$ cat src/rtl/bank_access_ctrl_if.sv
// Command/data channel between the command decoder and bank_access_ctrl.
// The decoder side uses the master modport; the controller uses slave.
interface bank_access_ctrl_if #(
   parameter int DEVICE_WIDTH = 4,
   parameter int COLWIDTH     = 10,
   parameter int CHWIDTH      = 5
);
   logic                    cmd_valid;
   logic                    cmd_ready;
   logic [1:0]              cmd_op;
   logic [CHWIDTH-1:0]      cmd_row;
   logic [COLWIDTH-1:0]     cmd_col;
   logic [DEVICE_WIDTH-1:0] wr_data;
   logic                    wr_beat;
   logic [DEVICE_WIDTH-1:0] rd_data;
   logic                    rd_valid;
   logic                    cmd_err;
   logic                    row_open;

   modport master (
      output cmd_valid, cmd_op, cmd_row, cmd_col, wr_data,
      input  cmd_ready, wr_beat, rd_data, rd_valid, cmd_err, row_open
   );

   modport slave (
      input  cmd_valid, cmd_op, cmd_row, cmd_col, wr_data,
      output cmd_ready, wr_beat, rd_data, rd_valid, cmd_err, row_open
   );
endinterface

$ cat src/rtl/bank_access_ctrl.sv
// Initiator for one Bank instance: turns ACT/RD/WR/PRE commands into
// per-beat row/column/write-enable traffic. Bursts are BL beats long and
// wrap inside the BL-aligned column block. Read beats come back through a
// valid pipeline matched to the Bank read latency.
module bank_access_ctrl #(
   parameter int DEVICE_WIDTH = 4,
   parameter int COLWIDTH     = 10,
   parameter int CHWIDTH      = 5,
   parameter int BLWIDTH      = 3,
   parameter int RD_LAT       = 1
) (
   input  logic                    clk,
   input  logic                    reset_n,
   bank_access_ctrl_if.slave       cmd_if,
   output logic                    bank_rd_o_wr,
   output logic [DEVICE_WIDTH-1:0] bank_dqin,
   output logic [CHWIDTH-1:0]      bank_row,
   output logic [COLWIDTH-1:0]     bank_column,
   input  logic [DEVICE_WIDTH-1:0] bank_dqout
);

   localparam logic [1:0] OP_ACT = 2'd0;
   localparam logic [1:0] OP_RD  = 2'd1;
   localparam logic [1:0] OP_WR  = 2'd2;
   localparam logic [1:0] OP_PRE = 2'd3;

   localparam logic [BLWIDTH-1:0] LAST_BEAT = '1;
   localparam logic [BLWIDTH-1:0] BEAT_ONE  = BLWIDTH'(1);

   typedef enum logic [1:0] {
      ST_IDLE,
      ST_ACTIVE,
      ST_RBURST,
      ST_WBURST
   } state_t;

   state_t                 state_q, state_d;
   logic [CHWIDTH-1:0]     row_q, row_d;
   logic [COLWIDTH-1:0]    col_q, col_d;
   logic [BLWIDTH-1:0]     beat_q, beat_d;
   logic                   cmd_ready_q, cmd_ready_d;
   logic                   row_open_q, row_open_d;
   logic                   cmd_err_q, cmd_err_d;
   logic [RD_LAT-1:0]      rd_vld_q, rd_vld_d;

   logic                   accept;
   logic                   last_beat;
   logic                   in_wburst;
   logic                   in_rburst;

   assign accept    = cmd_if.cmd_valid && cmd_ready_q;
   assign last_beat = (beat_q == LAST_BEAT);
   assign in_wburst = (state_q == ST_WBURST);
   assign in_rburst = (state_q == ST_RBURST);

   // Next-state, open-row, burst address and handshake computation.
   always_comb begin
      state_d   = state_q;
      row_d     = row_q;
      col_d     = col_q;
      beat_d    = beat_q;
      cmd_err_d = 1'b0;

      case (state_q)
         ST_IDLE: begin
            if (accept) begin
               case (cmd_if.cmd_op)
                  OP_ACT: begin
                     row_d   = cmd_if.cmd_row;
                     state_d = ST_ACTIVE;
                  end
                  OP_PRE: begin
                     // Precharging a closed bank is harmless.
                     state_d = ST_IDLE;
                  end
                  default: begin
                     // RD/WR with no open row: drop the command.
                     cmd_err_d = 1'b1;
                  end
               endcase
            end
         end

         ST_ACTIVE: begin
            if (accept) begin
               case (cmd_if.cmd_op)
                  OP_RD: begin
                     col_d   = cmd_if.cmd_col;
                     beat_d  = '0;
                     state_d = ST_RBURST;
                  end
                  OP_WR: begin
                     col_d   = cmd_if.cmd_col;
                     beat_d  = '0;
                     state_d = ST_WBURST;
                  end
                  OP_PRE: begin
                     state_d = ST_IDLE;
                  end
                  default: begin
                     // ACT on an already open bank keeps the current row.
                     cmd_err_d = 1'b1;
                  end
               endcase
            end
         end

         ST_RBURST, ST_WBURST: begin
            if (last_beat) begin
               // Column stays on the final beat address after the burst.
               state_d = ST_ACTIVE;
            end else begin
               beat_d = beat_q + BEAT_ONE;
               // Increment only the low BLWIDTH bits so the address wraps
               // inside the aligned block without carrying upward.
               col_d  = {col_q[COLWIDTH-1:BLWIDTH],
                         col_q[BLWIDTH-1:0] + BEAT_ONE};
            end
         end

         default: begin
            state_d = ST_IDLE;
         end
      endcase

      cmd_ready_d = (state_d == ST_IDLE) || (state_d == ST_ACTIVE);
      row_open_d  = (state_d != ST_IDLE);
   end

   // Controller state and registered handshake/status outputs.
   always_ff @(posedge clk) begin
      if (!reset_n) begin
         state_q     <= ST_IDLE;
         row_q       <= '0;
         col_q       <= '0;
         beat_q      <= '0;
         cmd_ready_q <= 1'b1;
         row_open_q  <= 1'b0;
         cmd_err_q   <= 1'b0;
      end else begin
         state_q     <= state_d;
         row_q       <= row_d;
         col_q       <= col_d;
         beat_q      <= beat_d;
         cmd_ready_q <= cmd_ready_d;
         row_open_q  <= row_open_d;
         cmd_err_q   <= cmd_err_d;
      end
   end

   // Read-valid shift chain: stage 0 marks a read beat issued last cycle,
   // the final stage lines up with Bank data.
   assign rd_vld_d[0] = in_rburst;
   generate
      for (genvar gi = 1; gi < RD_LAT; gi++) begin : g_rd_pipe
         assign rd_vld_d[gi] = rd_vld_q[gi-1];
      end
   endgenerate

   // Read-valid pipeline runs independently of the FSM; reset flushes it
   // so beats issued before reset never surface.
   always_ff @(posedge clk) begin
      if (!reset_n) begin
         rd_vld_q <= '0;
      end else begin
         rd_vld_q <= rd_vld_d;
      end
   end

   assign cmd_if.cmd_ready = cmd_ready_q;
   assign cmd_if.row_open  = row_open_q;
   assign cmd_if.cmd_err   = cmd_err_q;
   assign cmd_if.wr_beat   = in_wburst;
   assign cmd_if.rd_valid  = rd_vld_q[RD_LAT-1];
   assign cmd_if.rd_data   = rd_vld_q[RD_LAT-1] ? bank_dqout : '0;

   assign bank_rd_o_wr = in_wburst;
   assign bank_dqin    = in_wburst ? cmd_if.wr_data : '0;
   assign bank_row     = row_q;
   assign bank_column  = col_q;

endmodule

$ cat src/flat_wrapper.sv
// flat-port wrapper written by rule: the top's interface ports become plain ports
module bank_access_ctrl_flat 
#(
   parameter int DEVICE_WIDTH = 4,
   parameter int COLWIDTH     = 10,
   parameter int CHWIDTH      = 5,
   parameter int BLWIDTH      = 3,
   parameter int RD_LAT       = 1
)
  (clk, reset_n, bank_rd_o_wr, bank_dqin, bank_row, bank_column, bank_dqout, cmd_if_cmd_valid, cmd_if_cmd_op, cmd_if_cmd_row, cmd_if_cmd_col, cmd_if_wr_data, cmd_if_cmd_ready, cmd_if_wr_beat, cmd_if_rd_data, cmd_if_rd_valid, cmd_if_cmd_err, cmd_if_row_open);
  bank_access_ctrl_if #(.DEVICE_WIDTH(DEVICE_WIDTH), .COLWIDTH(COLWIDTH), .CHWIDTH(CHWIDTH)) cmd_if_i ();
  input  logic clk;
  input  logic reset_n;
  output logic bank_rd_o_wr;
  output logic [DEVICE_WIDTH-1:0] bank_dqin;
  output logic [CHWIDTH-1:0] bank_row;
  output logic [COLWIDTH-1:0] bank_column;
  input  logic [DEVICE_WIDTH-1:0] bank_dqout;
  input wire logic [$bits(cmd_if_i.cmd_valid)-1:0] cmd_if_cmd_valid;
  input wire logic [$bits(cmd_if_i.cmd_op)-1:0] cmd_if_cmd_op;
  input wire logic [$bits(cmd_if_i.cmd_row)-1:0] cmd_if_cmd_row;
  input wire logic [$bits(cmd_if_i.cmd_col)-1:0] cmd_if_cmd_col;
  input wire logic [$bits(cmd_if_i.wr_data)-1:0] cmd_if_wr_data;
  output wire logic [$bits(cmd_if_i.cmd_ready)-1:0] cmd_if_cmd_ready;
  output wire logic [$bits(cmd_if_i.wr_beat)-1:0] cmd_if_wr_beat;
  output wire logic [$bits(cmd_if_i.rd_data)-1:0] cmd_if_rd_data;
  output wire logic [$bits(cmd_if_i.rd_valid)-1:0] cmd_if_rd_valid;
  output wire logic [$bits(cmd_if_i.cmd_err)-1:0] cmd_if_cmd_err;
  output wire logic [$bits(cmd_if_i.row_open)-1:0] cmd_if_row_open;
  assign cmd_if_i.cmd_valid = cmd_if_cmd_valid;
  assign cmd_if_i.cmd_op = cmd_if_cmd_op;
  assign cmd_if_i.cmd_row = cmd_if_cmd_row;
  assign cmd_if_i.cmd_col = cmd_if_cmd_col;
  assign cmd_if_i.wr_data = cmd_if_wr_data;
  assign cmd_if_cmd_ready = cmd_if_i.cmd_ready;
  assign cmd_if_wr_beat = cmd_if_i.wr_beat;
  assign cmd_if_rd_data = cmd_if_i.rd_data;
  assign cmd_if_rd_valid = cmd_if_i.rd_valid;
  assign cmd_if_cmd_err = cmd_if_i.cmd_err;
  assign cmd_if_row_open = cmd_if_i.row_open;
  bank_access_ctrl #(.DEVICE_WIDTH(DEVICE_WIDTH), .COLWIDTH(COLWIDTH), .CHWIDTH(CHWIDTH), .BLWIDTH(BLWIDTH), .RD_LAT(RD_LAT)) u_core (.clk(clk), .reset_n(reset_n), .cmd_if(cmd_if_i), .bank_rd_o_wr(bank_rd_o_wr), .bank_dqin(bank_dqin), .bank_row(bank_row), .bank_column(bank_column), .bank_dqout(bank_dqout));
endmodule
$ cat config.mk
export PLATFORM = sky130hd
export DESIGN_NAME = bank_access_ctrl_flat
export DESIGN_NICKNAME = d
export VERILOG_FILES = /design/src/rtl/bank_access_ctrl_if.sv /design/src/rtl/bank_access_ctrl.sv /design/src/flat_wrapper.sv
export SDC_FILE = /design/constraint.sdc
export NUM_CORES = 1
export LEC_CHECK = 0
export ABC_CLOCK_PERIOD_IN_PS = 4600
export BUFFER_PORTS_ARGS = -buffer_cell sky130_fd_sc_hd__buf_4
export CAP_MARGIN = 20
export CORE_AREA = 2 2 66 68
export CTS_CLUSTER_SIZE = 40
export DETAILED_ROUTE_END_ITERATION = 6
export DIE_AREA = 0 0 68 70
export GPL_ROUTABILITY_DRIVEN = 0
export HOLD_SLACK_MARGIN = 0.08
export SETUP_SLACK_MARGIN = 0.02
export SYNTH_ARGS = -nofsm -noshare
export SYNTH_HDL_FRONTEND = slang
export SYNTH_SLANG_ARGS = --single-unit
$ cat constraint.sdc
create_clock -name clk -period 4.6 [get_ports clk]
set_clock_uncertainty 0.2 [all_clocks]
set_input_delay 0.69 -clock clk [delete_from_list [all_inputs] [get_ports clk]]
set_output_delay 0.69 -clock clk [all_outputs]
set_load 0.01 [all_outputs]
==> results of run 1 <==
[stage by stage]
| stage | setup slack [ns] | hold WS (ns) | utilization, % | std cells | total power [W] |
|---|---|---|---|---|---|
| floorplan | 2.67 | 0.268 | - | 131 | 0.000245 |
| global placement | 2.22 | 0.269 | 38.4 | 228 | 0.000272 |
| detailed placement | 2.19 | 0.269 | 38.4 | 228 | 0.000272 |
| CTS | 2.47 | 0.282 | 39.8 | 232 | 0.000414 |
| global route | 2.29 | 0.320 | 39.8 | 232 | 0.000429 |
| finish | 2.47 | 0.274 | 39.8 | 232 | 0.000407 |
[power by group]
part | internal (W) | switching [W]
Sequential | 0.000212 | 0.00000308
Clock | 0.0000764 | 0.0000643
Combinational | 0.0000265 | 0.0000256
Total | 0.000315 | 0.0000929
[critical path, cell delays in order]
cell      delay, ns
buf_4          0.08
inv_1          0.06
ha_1           0.53
inv_1          0.30
o31ai_1        0.29
a211oi_1       0.11
[kinds of logic (layout without fill, tap and decap cells)]
kind of cell / count (synthesis) / count (layout)
adder cells (fa/ha/maj): 6 / 6
AO/OA/AOI/OAI: 44 / 44
buffers and inverters: 18 / 67
AND/OR/NAND/NOR: 38 / 38
multiplexers: 1 / 1
flip-flops: 24 / 24
[sequential cells by signal, indices dropped and copies added (netlist names)]
register and flops:
u_core.bank_column 10, u_core.bank_row 5, u_core.beat_q 3, u_core.state_q 2, u_core.cmd_if.cmd_err 1, u_core.cmd_if.cmd_ready 1
u_core.cmd_if.rd_valid 1, u_core.cmd_if.row_open 1
[final cells by class]
class | count | area share (%)
Clock buffer | 4 | 3.34
Timing Repair Buffer | 56 | 25.5
Sequential cell | 24 | 29.2
Inverter | 7 | 1.59
Tap cell | 52 | 3.95
Multi-Input combinational cell | 89 | 36.4
[cell usage after synthesis, types with 2 or more instances]
cell / number
o211ai_1: 2
and2_1: 5
o21a_1: 6
dfxtp_1: 24
and3_1: 9
nand3_1: 9
nor3_1: 4
o21ai_0: 10
a21boi_0: 4
a211oi_1: 2
ha_1: 6
a31oi_1: 3
clkbuf_1: 3
inv_1: 7
buf_2: 4
nand2_1: 4
buf_4: 3
a21oi_1: 10
[layout by cell type, fill, tap and decap left out, types with 2 or more instances in the layout]
cell / n
a31oi_1: 3
clkbuf_8: 4
nor3_1: 4
o21ai_0: 10
buf_4: 56
o211ai_1: 2
nand3_1: 9
o21a_1: 6
a211oi_1: 2
and2_1: 5
a21boi_0: 4
inv_1: 7
nand2_1: 4
a21oi_1: 10
ha_1: 6
dfxtp_1: 24
and3_1: 9
[worst max path at each step]
stage | start | end | depth (start not counted)
floorplan | cmd_if_cmd_op[0] | u_core.cmd_if.row_open | 6
global placement | cmd_if_cmd_op[0] | u_core.bank_column[0] | 6
detailed placement | cmd_if_cmd_op[0] | u_core.bank_column[0] | 6
CTS | cmd_if_cmd_op[0] | u_core.bank_column[0] | 6
global route | cmd_if_cmd_op[0] | u_core.cmd_if.cmd_ready | 6
finish | cmd_if_cmd_op[0] | u_core.bank_column[0] | 6
[routing by layer]
metal,track usage (%),up-vias,routed length (um)
li1,-,572,-
met1,16.1,498,1350
met2,19.7,47,1200
met3,2.90,4,290
met4,5.33,0,50
met5,0,-,0
==> reports/metrics.yaml, run 1 <==
cts:
  clockBufferDepth: 2
  cts_setup_buffers: 0
  cts_sinks: 24
  cts_tree: "yes"
  numCtsBuffers: 3
  clkTransAtPathRegs_ns: 0.08
  clk_latency_ns: 0.27
  hold_buffers: 0
  cts_resized: 0
  ctsHtreeMaxLevel: 1
  cts-root-buf: "clkbuf_8"
sta:
  fmax_mhz: 470
  finalSetupViolCount: 0
  finalCriticalPeriod_ns: 2.13
  tightest_slew_ns: 0.546
  fin_setup_tns_ns: 0
  hold_viol: 0
  relSlewSlack_pct: 63.4
  slew_viol_final: 0
  period_share_pct: 46.3
  rsz0062_at_grt: "false"
synth:
  synth-seq-cells: 24
  yosys-top-cells-area: "dfxtp_1 (41%), ha_1 (6.4%), and3_1 (4.8%)"
  synth-xor-area-share_pct: 0
  syn_area_per_cell_sq_um: 8.95
  synthMuxAreaShare_pct: 0.854
  synth_edf_count: 0
  synth_flop_cell: "dfxtp_1"
  yosysSeqAreaShare_pct: 41.0
  synth-compound-area-share_pct: 24.1
  async_reset_ff_share_pct: 0
  synth_area_sq_um: 1170
  synth-simple-area-share_pct: 19.9
  yosys.area.top_type_share_pct: 41.0
  syn-instance-count: 131
  synth_area_leader_cell: "dfxtp_1"
  yosys_warnings: 0
  synthesis.nets: 165
  synth_top_family_by_area: "compound AO/OA/AOI/OAI gates"
  synth_cell_types: 34
  synthAdderAreaFrac_pct: 6.40
power:
  irDropWorstVdd_mv: 0.118
  cellLeakagePower_nw: 0.751
  p_per_area_nw_per_um2: 247
detailed_routing:
  vias_per_cell: 4.83
  wl_per_cell_um: 12.4
  drt_iter0_drc: 28
  vias: 1121
  wl_um: 2890
  drcViolationCount: 0
  ant_nets: 0
  drt_pass1_iterations: 6
placed_design:
  numPortBuffers: 56
  placed_area_sq_um: 1590
  dpl.hpwl_um: 2060
floorplan:
  core_sq_um: 4140
  rows: 24
  io_pins: 57
  start_util_pct: 28.3
  die_area_sq_um: 4760
  die_w_um: 68
  die_h_um: 70
status:
  status: "complete, no violations"
setup_path:
  crit_path_start_kind: "input pin"
  reg2reg_depth: 3
  ff2ff_setup_slack_ns: 2.69
  cp-end-kind: "register"
  critPathArrivalTime_ns: 2.07
  worstSetupPathType: "input pin to register"
  crit_fanout: 14
  timing.rr.start: "u_core.state_q[0]"
  cp.required_ns: 4.54
  rr_endpoint: "u_core.bank_column[0]"
cells_and_area:
  nNetsFinal: 215
  final_area_sq_um: 1650
  seq_area_sq_um: 480
  multi_input_area_sq_um: 601
  syn_to_final_growth_pct: 40.6
  diodes: 0
  layout-drive-gt1-share_pct: 34.4
  nFillCells: 432
global_route:
  antenna_found_initial: 0
  grt_pass1_wl_um: 4660
  grt_pass1_vias: 1047
  grt_max_degree: 17
  gr-total-overflow: 0
  grt_use_total_pct: 12.6
run:
  drv_cap: 0
min_path:
  hold_end: "u_core.bank_column[1]"
  hold_class: "register to register"
  hp-start: "u_core.bank_column[1]"
  min_path_cells: 2
Note: power is estimated with default switching activity, not from simulation.
==> run 2: changes to the inputs <==
- ABC_AREA: not set -> 1
- ABC_CLOCK_PERIOD_IN_PS: 4600 -> 1830
- clock period: 4.6 -> 1.83 ns (I/O delays scaled with it)
==> run 2 against run 1 <==
  * Worst hold slack worse by 0.19 ns
  * Synthesized cell count up 24%
  * Non-clock buffer count up 7
  * Die area is the same
  * Final cell count grew 19%
  * First-iteration DRC count grew 25%
  * Flip-flop and latch count stayed put
  * Critical path depth fell by 3
  * Routed wire length is 4.3% lower
  * Register-to-register slack lost 2.3 ns
==> reports/metrics.yaml, run 2 <==
status:
  status: "complete, no violations"
global_route:
  grt_max_degree: 13  # -4
  grt_pass1_wl_um: 4490  # -3.7%
  antenna_found_initial: 0  # unchanged
  grt_pass1_vias: 1071  # +2.3%
  gr-total-overflow: 0  # unchanged
  grt_use_total_pct: 12.0  # -0.56 points
synth:
  synthesis.nets: 197  # +19%
  yosys.area.top_type_share_pct: 40.8  # -0.17 points
  synth_most_common_cell: "nor2_1"
  synth-xor-area-share_pct: 0  # unchanged
  synth-seq-cells: 24  # unchanged
  synth-simple-area-share_pct: 33.9  # +14 points
  synth-compound-area-share_pct: 10.1  # -14 points
  syn_area_per_cell_sq_um: 7.22  # -19%
  synthMuxAreaShare_pct: 0  # -0.85 points
  synth_area_leader_cell: "dfxtp_1"
  syn-instance-count: 163  # +24%
  synth_area_sq_um: 1180  # +0.43%
  synth_commonest_cells: "nor2_1 (35), nand2_1 (32), dfxtp_1 (24)"
  yosys_warnings: 0  # unchanged
  synth_flop_cell: "dfxtp_1"
  yosysSeqAreaShare_pct: 40.8  # -0.17 points
  yosys-top-cells-area: "dfxtp_1 (41%), nor2_1 (11%), nand2_1 (10%)"
  synth_top_family_by_area: "simple AND/OR/NAND/NOR gates"
  async_reset_ff_share_pct: 0  # unchanged
  synth_cell_types: 20  # -41%
  synth_edf_count: 0  # unchanged
  synthAdderAreaFrac_pct: 6.38  # -0.027 points
detailed_routing:
  vias_per_cell: 4.23  # -12%
  drt_pass1_iterations: 4  # -2
  vias: 1172  # +4.5%
  ant_nets: 0  # unchanged
  drt_iter0_drc: 35  # +25%
  drcViolationCount: 0  # unchanged
  wl_per_cell_um: 9.97  # -20%
  wl_um: 2760  # -4.3%
power:
  pwr-share-clk_pct: 30.1  # -4.4 points
  netSwitchingFraction_pct: 24.0  # +1.2 points
  cellLeakagePower_nw: 1.01  # +35%
  combinationalPowerShare_pct: 16.0  # +3.2 points
  irDropWorstVdd_mv: 0.298  # +150%
  pwr-share-seq_pct: 53.9  # +1.2 points
  switching_power_w: 0.000245  # +160%
  internal_power_w: 0.000775  # +150%
  p_per_area_nw_per_um2: 580  # +130%
floorplan:
  die_w_um: 68  # unchanged
  start_util_pct: 28.4  # +0.12 points
  die_area_sq_um: 4760  # unchanged
  io_pins: 57  # unchanged
  core_sq_um: 4140  # unchanged
  rows: 24  # unchanged
  die_h_um: 70  # unchanged
setup_path:
  critPathSlowestCell: "dfxtp_2"
  crit_buf_inv: 1  # -2
  cp-end-kind: "output pin"
  crit_fanout: 7  # -7
  cp_cell_sequence: "nand2_1, nor2_1, buf_4"
  crit_path_start_kind: "register"
  critPathArrivalTime_ns: 1.08  # -0.99 ns
  cpPeakStageDelay_ns: 0.43  # -0.10 ns
  cp.required_ns: 1.36  # -3.18 ns
  worstSetupPathType: "register to output pin"
  crit_family: "flip-flops"
sta:
  finalCriticalPeriod_ns: 1.55
  period_share_pct: 84.7
  relSlewSlack_pct: 78.4  # +15 points
  rsz0062_at_grt: "false"
  whs_ns: 0.0875  # -0.187 ns
  fmax_mhz: 645
  fin_setup_tns_ns: 0  # unchanged
  slew_viol_final: 0  # unchanged
  tightest_slew_ns: 0.325  # -0.222 ns
  hold_viol: 0  # unchanged
  finalSetupViolCount: 0  # unchanged
cts:
  cts_setup_buffers: 0  # unchanged
  clockBufferDepth: 2  # unchanged
  numCtsBuffers: 3  # unchanged
  cts_tree: "yes"
  cts_sinks: 24  # unchanged
  cts-root-buf: "clkbuf_8"
  clkTransAtPathRegs_ns: 0.08  # about the same
  clk_latency_ns: 0.26  # about the same
  ctsHtreeMaxLevel: 1  # unchanged
cells_and_area:
  mostFrequentLayoutCell: "buf_4"
  nNetsFinal: 261  # +21%
  nFillCells: 443  # +2.5%
  diodes: 0  # unchanged
  syn_to_final_growth_pct: 49.3
  layout_common_cells: "buf_4 (56), nor2_1 (35), nand2_1 (32)"
  largest_reg_flops: 10  # unchanged
  final_util_pct: 42.4  # +2.7 points
  layout-drive-gt1-share_pct: 32.9  # -1.6 points
placed_design:
  numPortBuffers: 56  # unchanged
  dpl.hpwl_um: 2090  # +1.2%
min_path:
  hold_class: "input pin to register"
run:
  drv_cap: 0  # unchanged
[run 2: changes by cell type after synthesis, sizes merged, moves of 6 or more]
cell	change
o21bai	+6
o21a	-6
and3	-9
inv	+15
buf	-7
nor2	+39
nand2	+32
[run 2: worst min-delay path, stage by stage]
cell     delay, ns
buf_4         0.11
nand3_1       0.07
a21oi_1       0.06
[run 2: final timing paths]
check                           from                    end  slack [ns]  cells after the start
setup reg to reg    u_core.beat_q[0]  u_core.bank_column[0]        0.35                      7
setup / recovery   u_core.state_q[1]           bank_dqin[3]        0.28                      3
hold / removal     cmd_if_cmd_row[2]     u_core.bank_row[2]        0.09                      3
hold reg to reg   u_core.bank_row[1]     u_core.bank_row[1]        0.27                      2
[run 2: cell families (layout without fill, tap and decap cells)]
logic type                 after synthesis  in the layout
buffers and inverters                   26             88
adders and majority gates                6              6
and+or+nand+nor                         87             87
AOI/OAI and AO/OA                       20             20
DFF                                     24             24
[run 2: power groups by stage]
| stage | clock network [W] | logic, W | registers [W] |
|---|---|---|---|
| 4_1_cts | 0.000317 | 0.000165 | 0.000550 |
| 3_3_place_gp | 0 | 0.000153 | 0.000562 |
| 6_report | 0.000307 | 0.000163 | 0.000550 |
| 2_1_floorplan | 0 | 0.0000701 | 0.000566 |
| 5_1_grt | 0.000346 | 0.000182 | 0.000552 |
| 3_5_place_dp | 0 | 0.000152 | 0.000562 |
[run 2: per-layer routing]
| metal | vias up | share of wire [%] | GRT usage (%) | routed length, um |
|---|---|---|---|---|
| li1 | 628 | - | - | - |
| met1 | 496 | 47 | 15.8 | 1310 |
| met2 | 43 | 42 | 19.0 | 1170 |
| met3 | 5 | 9.1 | 2.74 | 252 |
| met4 | 0 | 1.3 | 4.00 | 36 |
| met5 | - | 0 | 0 | 0 |
[run 2: repair_timing]
| action | CTS | global route |
|---|---|---|
| hold endpoints to repair | 7 | 0 |
| hold buffers | 7 | 0 |
| endpoints found under the setup margin | 0 | 3 |
| gates resized for setup | 0 | 2 |
[run 2: area by class of cell]
type | instances | area (sq um) | area share, %
inverters | 22 | 85.1 | 4.84
clock buffers | 3 | 41.3 | 2.35
flip-flops and latches | 24 | 483 | 27.5
repair buffers | 63 | 490 | 27.9
multi-input cells | 113 | 593 | 33.7
well taps | 52 | 65.1 | 3.70
[run 2: metrics by stage]
step / instances / setup slack [ns] / cell area [sq um] / power, W
after floorplan: 163 / 0.372 / 1180 / 0.000636
after CTS: 277 / 0.124 / 1760 / 0.00103
after detailed placement: 267 / 0.160 / 1640 / 0.000714
final: 277 / 0.279 / 1760 / 0.00102
after global routing: 277 / 0.137 / 1760 / 0.00108
after global placement: 267 / 0.204 / 1640 / 0.000715
